File: config.mk
export PLATFORM = sky130hd
export DESIGN_NAME = dibu_alu
export DESIGN_NICKNAME = d
export VERILOG_FILES = /design/src/rtl/dibu_alu_pkg.sv /design/src/rtl/dibu_alu_flags.sv /design/src/rtl/dibu_alu.sv
export SDC_FILE = /design/constraint.sdc
export NUM_CORES = 1
export LEC_CHECK = 0
export BUFFER_PORTS_ARGS = -buffer_cell sky130_fd_sc_hd__buf_2
export CAP_MARGIN = 40
export CORE_MARGIN = 5
export CORE_UTILIZATION = 45
export CTS_CLUSTER_DIAMETER = 50
export DETAILED_ROUTE_END_ITERATION = 8
export PLACE_DENSITY = 0.77
export SYNTH_ARGS = -nofsm -noshare
export SYNTH_HDL_FRONTEND = slang
export SYNTH_SLANG_ARGS = --single-unit
File: constraint.sdc
create_clock -name clk -period 11.1 [get_ports clk]
set_input_delay 3.33 -clock clk [delete_from_list [all_inputs] [get_ports clk]]
set_output_delay 3.33 -clock clk [all_outputs]
set_load 0.01 [all_outputs]
File: src/rtl/dibu_alu_pkg.sv
// Shared opcode encodings, flag bit positions and widths for the DIBU ALU.
package dibu_alu_pkg;

  localparam int unsigned DATA_W  = 8;
  localparam int unsigned OP_W    = 3;
  localparam int unsigned FLAGS_W = 8;

  typedef enum logic [OP_W-1:0] {
    ALU_ADD   = 3'b000,
    ALU_SUB   = 3'b001,
    ALU_AND   = 3'b010,
    ALU_OR    = 3'b011,
    ALU_XOR   = 3'b100,
    ALU_SHL   = 3'b101,
    ALU_SHR   = 3'b110,
    ALU_PASSB = 3'b111
  } alu_op_e;

  localparam int unsigned FLAG_Z = 0;
  localparam int unsigned FLAG_N = 1;
  localparam int unsigned FLAG_C = 2;
  localparam int unsigned FLAG_V = 3;
  localparam int unsigned FLAG_P = 4;

  // Status word as seen by the control unit; upper bits are reserved zeros.
  typedef struct packed {
    logic [2:0] rsvd;
    logic       p;
    logic       v;
    logic       c;
    logic       n;
    logic       z;
  } alu_flags_t;

endpackage

File: src/rtl/dibu_alu_flags.sv
// Condition-flag generator: Z/N/P from the result, C/V selected by opcode.
module dibu_alu_flags
  import dibu_alu_pkg::*;
(
  input  alu_op_e             op,
  input  logic [DATA_W-1:0]   res,
  input  logic                a_msb,
  input  logic                a_lsb,
  input  logic                b_msb,
  input  logic                add_carry,
  input  logic                sub_borrow,
  output logic [FLAGS_W-1:0]  flags_c
);

  alu_flags_t f;

  always_comb begin
    f      = '0;
    f.z    = (res == '0);
    f.n    = res[DATA_W-1];
    f.p    = ^res;
    unique case (op)
      ALU_ADD: begin
        f.c = add_carry;
        f.v = (a_msb == b_msb) && (res[DATA_W-1] != a_msb);
      end
      ALU_SUB: begin
        f.c = sub_borrow;
        f.v = (a_msb != b_msb) && (res[DATA_W-1] != a_msb);
      end
      ALU_SHL: f.c = a_msb;
      ALU_SHR: f.c = a_lsb;
      default: begin
        f.c = 1'b0;
        f.v = 1'b0;
      end
    endcase
  end

  assign flags_c = FLAGS_W'(f);

endmodule

File: src/rtl/dibu_alu.sv
// DIBU 8-bit ALU: combinational result and flags plus an enabled flag register.
module dibu_alu
  import dibu_alu_pkg::*;
(
  input  logic                clk,
  input  logic                rst_n,
  input  logic [DATA_W-1:0]   a,
  input  logic [DATA_W-1:0]   b,
  input  logic [OP_W-1:0]     op,
  input  logic                flags_en,
  output logic [DATA_W-1:0]   out,
  output logic [FLAGS_W-1:0]  flags,
  output logic [FLAGS_W-1:0]  flags_q
);

  alu_op_e         op_e;
  logic [DATA_W:0] sum;
  logic [DATA_W:0] diff;

  assign op_e = alu_op_e'(op);
  assign sum  = (DATA_W+1)'(a) + (DATA_W+1)'(b);
  // Ninth bit of the widened difference is the unsigned borrow (a < b).
  assign diff = (DATA_W+1)'(a) - (DATA_W+1)'(b);

  always_comb begin
    out = '0;
    unique case (op_e)
      ALU_ADD:   out = sum[DATA_W-1:0];
      ALU_SUB:   out = diff[DATA_W-1:0];
      ALU_AND:   out = a & b;
      ALU_OR:    out = a | b;
      ALU_XOR:   out = a ^ b;
      ALU_SHL:   out = {a[DATA_W-2:0], 1'b0};
      ALU_SHR:   out = {1'b0, a[DATA_W-1:1]};
      ALU_PASSB: out = b;
      default:   out = '0;
    endcase
  end

  dibu_alu_flags u_flags (
    .op         (op_e),
    .res        (out),
    .a_msb      (a[DATA_W-1]),
    .a_lsb      (a[0]),
    .b_msb      (b[DATA_W-1]),
    .add_carry  (sum[DATA_W]),
    .sub_borrow (diff[DATA_W]),
    .flags_c    (flags)
  );

  always_ff @(posedge clk or negedge rst_n) begin
    if (!rst_n) begin
      flags_q <= '0;
    end else if (flags_en) begin
      flags_q <= flags;
    end
  end

endmodule

# Yosys cells after proc, flatten, opt, wreduce, memory -nomap -nowiden
# Cells that the tools add are included.
classes:
  div_mod_pow: 0
  multipliers: 0
  mux: 3
  order_cmp: 0
  eq_ne: 10
  shift: 0
  bitwise_logic: 3
  addsub: 2
  n_reduce_logical: 5
ops:
  columns: ["cell", "n"]
  rows:
  - ["8-bit case mux with 8 select lines", 1]
  - ["3-bit == test (second input constant)", 4]
  - ["8-bit by 8-bit adder with 9-bit output", 1]
  - ["8-bit by 8-bit subtractor with 9-bit output", 1]
  - ["8-bit AND", 1]
  - ["8-bit logical NOT", 1]
  - ["8-bit bitwise OR", 1]
  - ["8-bit parity", 1]
  - ["8-bit XOR", 1]
  - ["3-bit by 2-bit == test with 1-bit output (second input constant)", 2]
  - ["1-bit case mux with 4 select lines", 1]
  - ["3-bit by 1-bit == test with 1-bit output (second input constant)", 1]
  - ["3-bit logical NOT", 1]
  - ["1-bit logical AND", 2]
  - ["1-bit != test", 2]
  - ["1-bit case mux with 2 select lines", 1]
  - ["1-bit == test", 1]
word_totals:
  mem_bits_ro: 0
  in_bits: 22
  elab_cells: 24
  regBits: 5
  out_inout_bits: 24
  n_memories: 0
  ram_bits: 0
  latch_bits: 0

# Depth between registers and ports, before layout
# Gate-level depths: netlist of the first run.
logic_depth:
  ltp_word: 5
  depth_mapped: 17
  ltp_nobuf: 17

# By module
# From an unflattened synthesis of the first run, not the netlist that was laid out.
unflattened:
  cells_unflattened: 243
  area_unflattened_um2: 1910.6
modules_own_cells:
  columns: ["mod", "area_each_um2", "instances", "seq_area_each_um2", "cells_per_inst"]
  rows:
  - ["dibu_alu", 1682.9, 1, 200.2, 213]
  - ["dibu_alu_flags", 227.7, 1, 0.0, 30]

# Worst setup path after synthesis of the first run
# No wires, ideal clock.
synth_timing:
  path_kind: "input to output"
  start: "input port op[0]"
  end: "output port flags[4]"
  setup_slack_ps: 1906
  cell_stages: 14
  path_buffers: 2
  t_required_ps: 7770
  t_arrival_ps: 5864
  cell_sequence: "buf_2 inv_2 buf_2 mux4_2 a21oi_1 nor2_1 a21oi_1 o211ai_1 ha_1 xor2_1 xnor2_1 a21oi_2 nand2b_1 xnor2_1"
synth_between:
  elab_chain_len: 3
  elab_cells_between_ends: 10
  classes_between: "eq/ne: 7; mux: 1; reduce/logical: 2"
synth_rtl:
  columns: ["element", "line_no", "text"]
  rows:
  - ["start: declaration", "dibu_alu.sv:9", "input logic [OP_W-1:0] op,"]
  - ["3-bit == test, or another cell as far along", "dibu_alu.sv:27", "unique case (op_e)"]
  - ["8-bit case mux with 8 select lines *", "dibu_alu.sv:27", null]
  - ["8-bit parity *", "dibu_alu_flags.sv:21", "f.p = ^res;"]
  - ["end: declaration", "dibu_alu.sv:12", "output logic [FLAGS_W-1:0] flags,"]
# Mark *: on every way between the ends. The rest lies on a longest branch, timed or not.

# Final worst setup path of the first run
layout_timing:
  start: "input port a[1]"
  end: "output port flags[4]"
layout_between:
  elab_chain_len: 3
  elab_cells_between_ends: 7
  classes_between: "add/sub: 2; mux: 1; bitwise: 3; reduce/logical: 1"
layout_rtl:
  columns: ["element", "line_no", "text"]
  rows:
  - ["start: declaration", "dibu_alu.sv:7", "input logic [DATA_W-1:0] a,"]
  - ["8-bit by 8-bit subtractor with 9-bit output, or another cell as far along", "dibu_alu.sv:23", "assign diff = (DATA_W+1)'(a) - (DATA_W+1)'(b);"]
  - ["8-bit case mux with 8 select lines *", "dibu_alu.sv:27", null]
  - ["8-bit parity *", "dibu_alu_flags.sv:21", null]
# Marked as above.

==> flow_metrics.env, run 1 <==
export IMPL_ff2ff_path_depth=1
export IMPL_avgSynthCellArea_um2=7.59
export IMPL_fmax_mhz=102
export IMPL_synth_ff_type="dfrtp_1"
export IMPL_largest_register="flags_q"
export IMPL_vias_per_cell=5.92
export IMPL_std_cell_rows=23
export IMPL_required_ps=7770
export IMPL_status="complete, no violations"
export IMPL_dieWidth_um=75.5
export IMPL_dr_pass1_iters=4
export IMPL_setup_violations=0
export IMPL_grt_usage_pct=18.6
export IMPL_rsz0062_at_grt="no"
export IMPL_max_cap_viol_count=0
export IMPL_largest_register_ff_count=5
export IMPL_synth_area_leaders="ha_1 (18%), dfrtp_1 (6.5%), inv_1 (5.1%), nor2_1 (4.9%), a21oi_1 (4.4%)"
export IMPL_worst_hold_startpoint="flags_q[3]"
export IMPL_grt_pass1_vias=1911
export IMPL_worstReg2RegStart="flags_q[4]"
export IMPL_die_y_um=75.5
export IMPL_clk_pin_slew_worst_paths_ps=40
export IMPL_ys_ff_latch=5
export IMPL_finalWeightedCongestion=0.888
export IMPL_drt_iter0_markers=199
export IMPL_drv_slew=0
export IMPL_clock_skew_ps=0
export IMPL_root_buffer="clkbuf_8"
export IMPL_ioPinCount=46
export IMPL_maxSlewHeadroom_pct=62.7
export IMPL_antenna_cells=0
export IMPL_ctsHoldBuffers=0
export IMPL_gr_total_overflow=0
export IMPL_h_tree_depth=1
export IMPL_min_path_cells=2
export IMPL_synth_edff_count=0
export IMPL_reg_top3="flags_q x5"
export IMPL_synth_area_um2=1930
export IMPL_cts_tree="built"
export IMPL_post_cts_setup_buffers=0
export IMPL_hold_viol=0
export IMPL_detail_route_antenna_nets=0
export IMPL_powerDensity_nw_per_um2=88.5
export IMPL_start_util_pct=47.2
export IMPL_synth_common_cells="ha_1 (27), inv_1 (26), nor2_1 (25), a21oi_1 (17), nand2_1 (13)"
export IMPL_period_needed_ps=9840
export IMPL_synth_most_common_cell="ha_1"
export IMPL_end_kind="output port"
export IMPL_static_leakage_power_nw=1.08
export IMPL_cp_arrival_ps=6510
export IMPL_core_area_um2=4090
export IMPL_post_cts_resized=0
export IMPL_netlist_instances=254
export IMPL_clockBufferDepth=2
export IMPL_finalSetupTns_ps=0
export IMPL_finalCritPeriodShare_pct=88.7
export IMPL_dp_cells=327
export IMPL_synth_top_area_share_pct=17.5
export IMPL_numCtsBuffers=3
export IMPL_grt_max_degree=28
export IMPL_yosysWarnings=0
export IMPL_critPathLaunchType="input pin"
export IMPL_vias=1959
export IMPL_synth_largest_area_cell="ha_1"
export IMPL_drc=0
export IMPL_worstSetupPathType="in2out"
export IMPL_ir_worst_vdd_v=0.0000760
export IMPL_async_reset_ff_share_pct=100
export IMPL_io_buffers=39
export IMPL_area_growth_syn_to_layout_pct=9.09
export IMPL_final_cells=331
export IMPL_worst_pin_slew_ps=545
export IMPL_drt_total_wl_mm=5.27
export IMPL_critPathMaxFanout=7
export IMPL_clock_latency_ps=230
export IMPL_num_nets_final=333
export IMPL_min_path_type="reg2reg"
export IMPL_holdPathEnd="flags_q[3]"
export IMPL_yosysSeqAreaShare_pct=6.49
export IMPL_ff2ff_setup_slack_ps=10270
export IMPL_die_area_um2=5690
export IMPL_grt_pass1_wl_mm=8.42
export IMPL_netlist_cell_type_count=69
export IMPL_wl_per_cell_um=15.9
export IMPL_dpl_hpwl_mm=4.28
export IMPL_antenna_found_initial=0
export IMPL_rr_endpoint="flags_q[4]"
export IMPL_drive_gt1_share_pct=23.1
export IMPL_numClockSinks=5
worst max-delay path by stage:
stage                from       end
floorplan           op[0]  flags[4]
global placement     a[1]  flags[4]
detailed placement   a[1]  flags[4]
CTS                  a[1]  flags[4]
global route         a[1]  flags[4]
finish               a[1]  flags[4]
through the flow:
step / total power (W) / area (µm²) / setup slack [ps] / utilization [%] / hold WS, ps
floorplan: 0.000119 / 1950 / 1910 / - / 520
global placement: 0.000147 / 2060 / 1440 / 50.3 / 458
CTS: 0.000185 / 2100 / 1330 / 51.5 / 479
detailed placement: 0.000150 / 2060 / 1340 / 50.3 / 464
finish: 0.000186 / 2100 / 1260 / 51.5 / 478
global route: 0.000201 / 2100 / 1110 / 51.5 / 516
layout make-up:
cell class / count / area (µm²)
Clock buffer: 3 / 41.3
Clock inverter: 1 / 5.00
Fill cell: 417 / 1980
Inverter: 31 / 119
Multi-Input combinational cell: 202 / 1560
Sequential cell: 5 / 125
Tap cell: 50 / 62.6
Timing Repair Buffer: 39 / 195
per-layer routing:
metal	vias to the layer above	track usage, %	share of wire, %
met4	0	5.83	2.3
met3	12	2.77	7.2
met5	-	0	0
met2	84	31.2	47
met1	917	24.4	43
li1	946	-	-
worst max-delay path, cell delays in order:
cell and delay (ps):
buf_2 180, inv_1 60, ha_1 310, nor2_1 70, o311ai_1 410, a21oi_1 160
nor3_1 130, nand3b_1 120, a21oi_1 80, a211o_1 330, ha_1 290, xor2_1 170
xnor2_1 250, a21oi_2 70, nand2b_1 180, xnor2_1 190, buf_2 170
cells in the final DEF (no fill, tap or decap), drive strengths merged, types with 4 or more instances in the layout:
cell | Yosys | routed
buf | 17 | 39
dfrtp | 5 | 5
o211ai | 4 | 4
nor2 | 26 | 26
a21oi | 18 | 18
nor3 | 7 | 7
mux2i | 8 | 8
nand3 | 4 | 4
xnor2 | 5 | 5
conb | 1 | 6
nand2 | 13 | 13
inv | 31 | 31
nand2b | 7 | 7
o21ai | 12 | 12
ha | 27 | 27
kinds of logic (layout without fill, tap and decap cells):
logic type	count (synthesis)	in the layout	synth area share, %
AO/OA/AOI/OAI	71	71	27.7
XOR/XNOR	8	8	3.63
adder cells (fa/ha/maj)	29	29	19.6
buffers and inverters	52	74	13.8
flip-flops	5	5	6.49
multiplexers	12	12	7.85
other	1	6	0.194
AND/OR/NAND/NOR	76	76	20.7
power breakdown:
group	leakage, nW	switching (W)	internal [W]
logic	0.991	0.0000748	0.0000537
registers	0.0653	0.00000171	0.0000215
clock network	0.0255	0.0000102	0.0000242
(Power assumes the default switching activity.)
==> run 2: changes to the inputs <==
--- a/config.mk
+++ b/config.mk
@@ -11,6 +11,7 @@
 export CORE_UTILIZATION = 45
 export CTS_CLUSTER_DIAMETER = 50
 export DETAILED_ROUTE_END_ITERATION = 8
+export MAX_ROUTING_LAYER = met4
 export PLACE_DENSITY = 0.77
 export SYNTH_ARGS = -nofsm -noshare
 export SYNTH_HDL_FRONTEND = slang
==> run 2 against run 1 <==
Design area about the same. Clock-buffer cell count up 1. Largest power group unchanged. First-iteration DRC count up 17%. Fmax about the same.
==> flow_metrics.env, run 2 (synthesis results as in run 1) <==
export IMPL_status="complete, no violations"
export IMPL_std_cell_rows=23
export IMPL_drt_iter0_markers=233
export IMPL_final_common_cell="buf_2"
export IMPL_path_depth=17
export IMPL_fmax_mhz=102
export IMPL_worstSetupPathType="in2out"
export IMPL_drt_total_wl_mm=5.22
export IMPL_max_cap_viol_count=0
export IMPL_powerDensity_nw_per_um2=89.3
export IMPL_dpl_hpwl_mm=4.18
export IMPL_detail_route_antenna_nets=0
export IMPL_reg_top3="flags_q x5"
export IMPL_start_util_pct=47.2
export IMPL_ir_worst_vdd_v=0.0000524
export IMPL_core_area_um2=4090
export IMPL_static_leakage_power_nw=1.08
export IMPL_critPathLaunchType="input pin"
export IMPL_grt_met3_usage_pct=2.51
export IMPL_met2_usage_pct=31.3
export IMPL_die_area_um2=5690
export IMPL_clock_skew_ps=0
export IMPL_setup_violations=0
export IMPL_ioPinCount=46
export IMPL_dr_pass1_iters=4
export IMPL_whs_ps=474
export IMPL_dp_cells=327
export IMPL_rsz0062_at_grt="no"
export IMPL_wl_per_cell_um=15.8
export IMPL_die_y_um=75.5
export IMPL_ff2ff_setup_slack_ps=10220
export IMPL_finalCritPeriodShare_pct=88.7
export IMPL_grt_pass1_wl_mm=8.56
export IMPL_grt_busiest_layer="met2"
export IMPL_drc=0
export IMPL_cp_arrival_ps=6520
export IMPL_clock_latency_ps=230
export IMPL_grt_usage_pct=19.5
export IMPL_min_path_type="reg2reg"
export IMPL_largest_register_ff_count=5
export IMPL_required_ps=7770
export IMPL_largest_register="flags_q"
export IMPL_worst_pin_slew_ps=519
export IMPL_multi_input_area_um2=1560
export IMPL_cp_num_buf_inv=3
export IMPL_ctsHoldBuffers=0
export IMPL_hold_viol=0
export IMPL_clockBufferDepth=2
export IMPL_gr_total_overflow=0
export IMPL_maxSlewHeadroom_pct=64.5
export IMPL_num_nets_final=333
export IMPL_dieWidth_um=75.5
export IMPL_cts_tree="built"
export IMPL_drive_gt1_share_pct=22.8
export IMPL_period_needed_ps=9850
export IMPL_area_growth_syn_to_layout_pct=9.02
export IMPL_grtUsageMet1_pct=25.6
export IMPL_rr_endpoint="flags_q[4]"
export IMPL_grt_max_degree=28
export IMPL_vias=1968
export IMPL_grt_pass1_vias=1879
export IMPL_antenna_found_initial=0
export IMPL_post_cts_resized=0
export IMPL_finalWeightedCongestion=0.914
export IMPL_io_buffers=39
export IMPL_drv_slew=0
export IMPL_post_cts_setup_buffers=0
export IMPL_path_cells="buf_2, inv_1, ha_1, nor2_1, o311ai_1, a21oi_1, nor3_1, nand3b_1, a21oi_1, a211o_1, ha_1, xor2_1, xnor2_1, a21oi_2, nand2b_1, xnor2_1, buf_2"
export IMPL_ff2ff_path_depth=1
export IMPL_cp_startpoint="a[1]"
export IMPL_fillCellCount=412
export IMPL_clk_pin_slew_worst_paths_ps=40
export IMPL_final_cells=331
export IMPL_final_cell_mix="buf_2 (39), ha_1 (27), inv_1 (26)"
export IMPL_critPathCapture="flags[4]"
export IMPL_numClockSinks=5
export IMPL_worstReg2RegStart="flags_q[4]"
export IMPL_numCtsBuffers=3
export IMPL_max_stage_delay_ps=430
export IMPL_antenna_cells=0
export IMPL_root_buffer="clkbuf_8"
export IMPL_vias_per_cell=5.95
export IMPL_end_kind="output port"
export IMPL_path_delay_family="compound AO/OA/AOI/OAI gates"
export IMPL_seq_area_um2=125
export IMPL_critPathSlowestCell="o311ai_1"
export IMPL_h_tree_depth=1
export IMPL_finalSetupTns_ps=0
export IMPL_critPathMaxFanout=7
==> run 2: cell count changes in the layout (fill, tap and decap cells not counted) <==
cell      delta
clkinv_2     -1
clkbuf_1     +1
==> run 2: per-layer routing <==
metal | up-vias | part of all wire [%]
li1 | 944 | -
met1 | 907 | 41
met2 | 101 | 47
met3 | 16 | 8.6
met4 | 0 | 2.5
met5 | - | 0
==> run 2: how the worst min path moves through the flow <==
stage	from	endpoint	slack, ps	cells after the start
floorplan	flags_q[3]	flags_q[3]	520	2
global placement	flags_q[3]	flags_q[3]	460	2
detailed placement	flags_q[1]	flags_q[1]	470	1
finish	flags_q[3]	flags_q[3]	470	2
global route	flags_q[1]	flags_q[1]	500	1
CTS	flags_q[1]	flags_q[1]	480	1
==> run 2: area by class of cell <==
cell class	count	area share (%)
multi-input cells	202	74.0
repair buffers	39	9.29
flip-flops and latches	5	5.95
inverters	31	5.65
well taps	50	2.98
clock buffers	4	2.14
==> run 2: worst min-delay path, stage by stage (launching register included) <==
cell	delay [ps]
dfrtp_1	330
nand2_1	60
o41ai_2	50
==> run 2: stage by stage <==
stage / util [%] / setup slack, ps / total power, W / instance area, µm²
floorplan: - / 1910 / 0.000119 / 1950
global placement: 50.3 / 1420 / 0.000147 / 2060
detailed placement: 50.3 / 1320 / 0.000151 / 2060
CTS: 51.4 / 1290 / 0.000187 / 2100
global route: 51.4 / 1020 / 0.000202 / 2100
finish: 51.4 / 1250 / 0.000188 / 2100
==> run 2: report_power, final <==
| part | leakage (nW) | internal, W | total (W) | switching, W |
|---|---|---|---|---|
| logic | 0.991 | 0.0000539 | 0.000129 | 0.0000750 |
| registers | 0.0653 | 0.0000216 | 0.0000236 | 0.00000205 |
| clock network | 0.0228 | 0.0000248 | 0.0000352 | 0.0000104 |
| total | 1.08 | 0.000100 | 0.000188 | 0.0000874 |
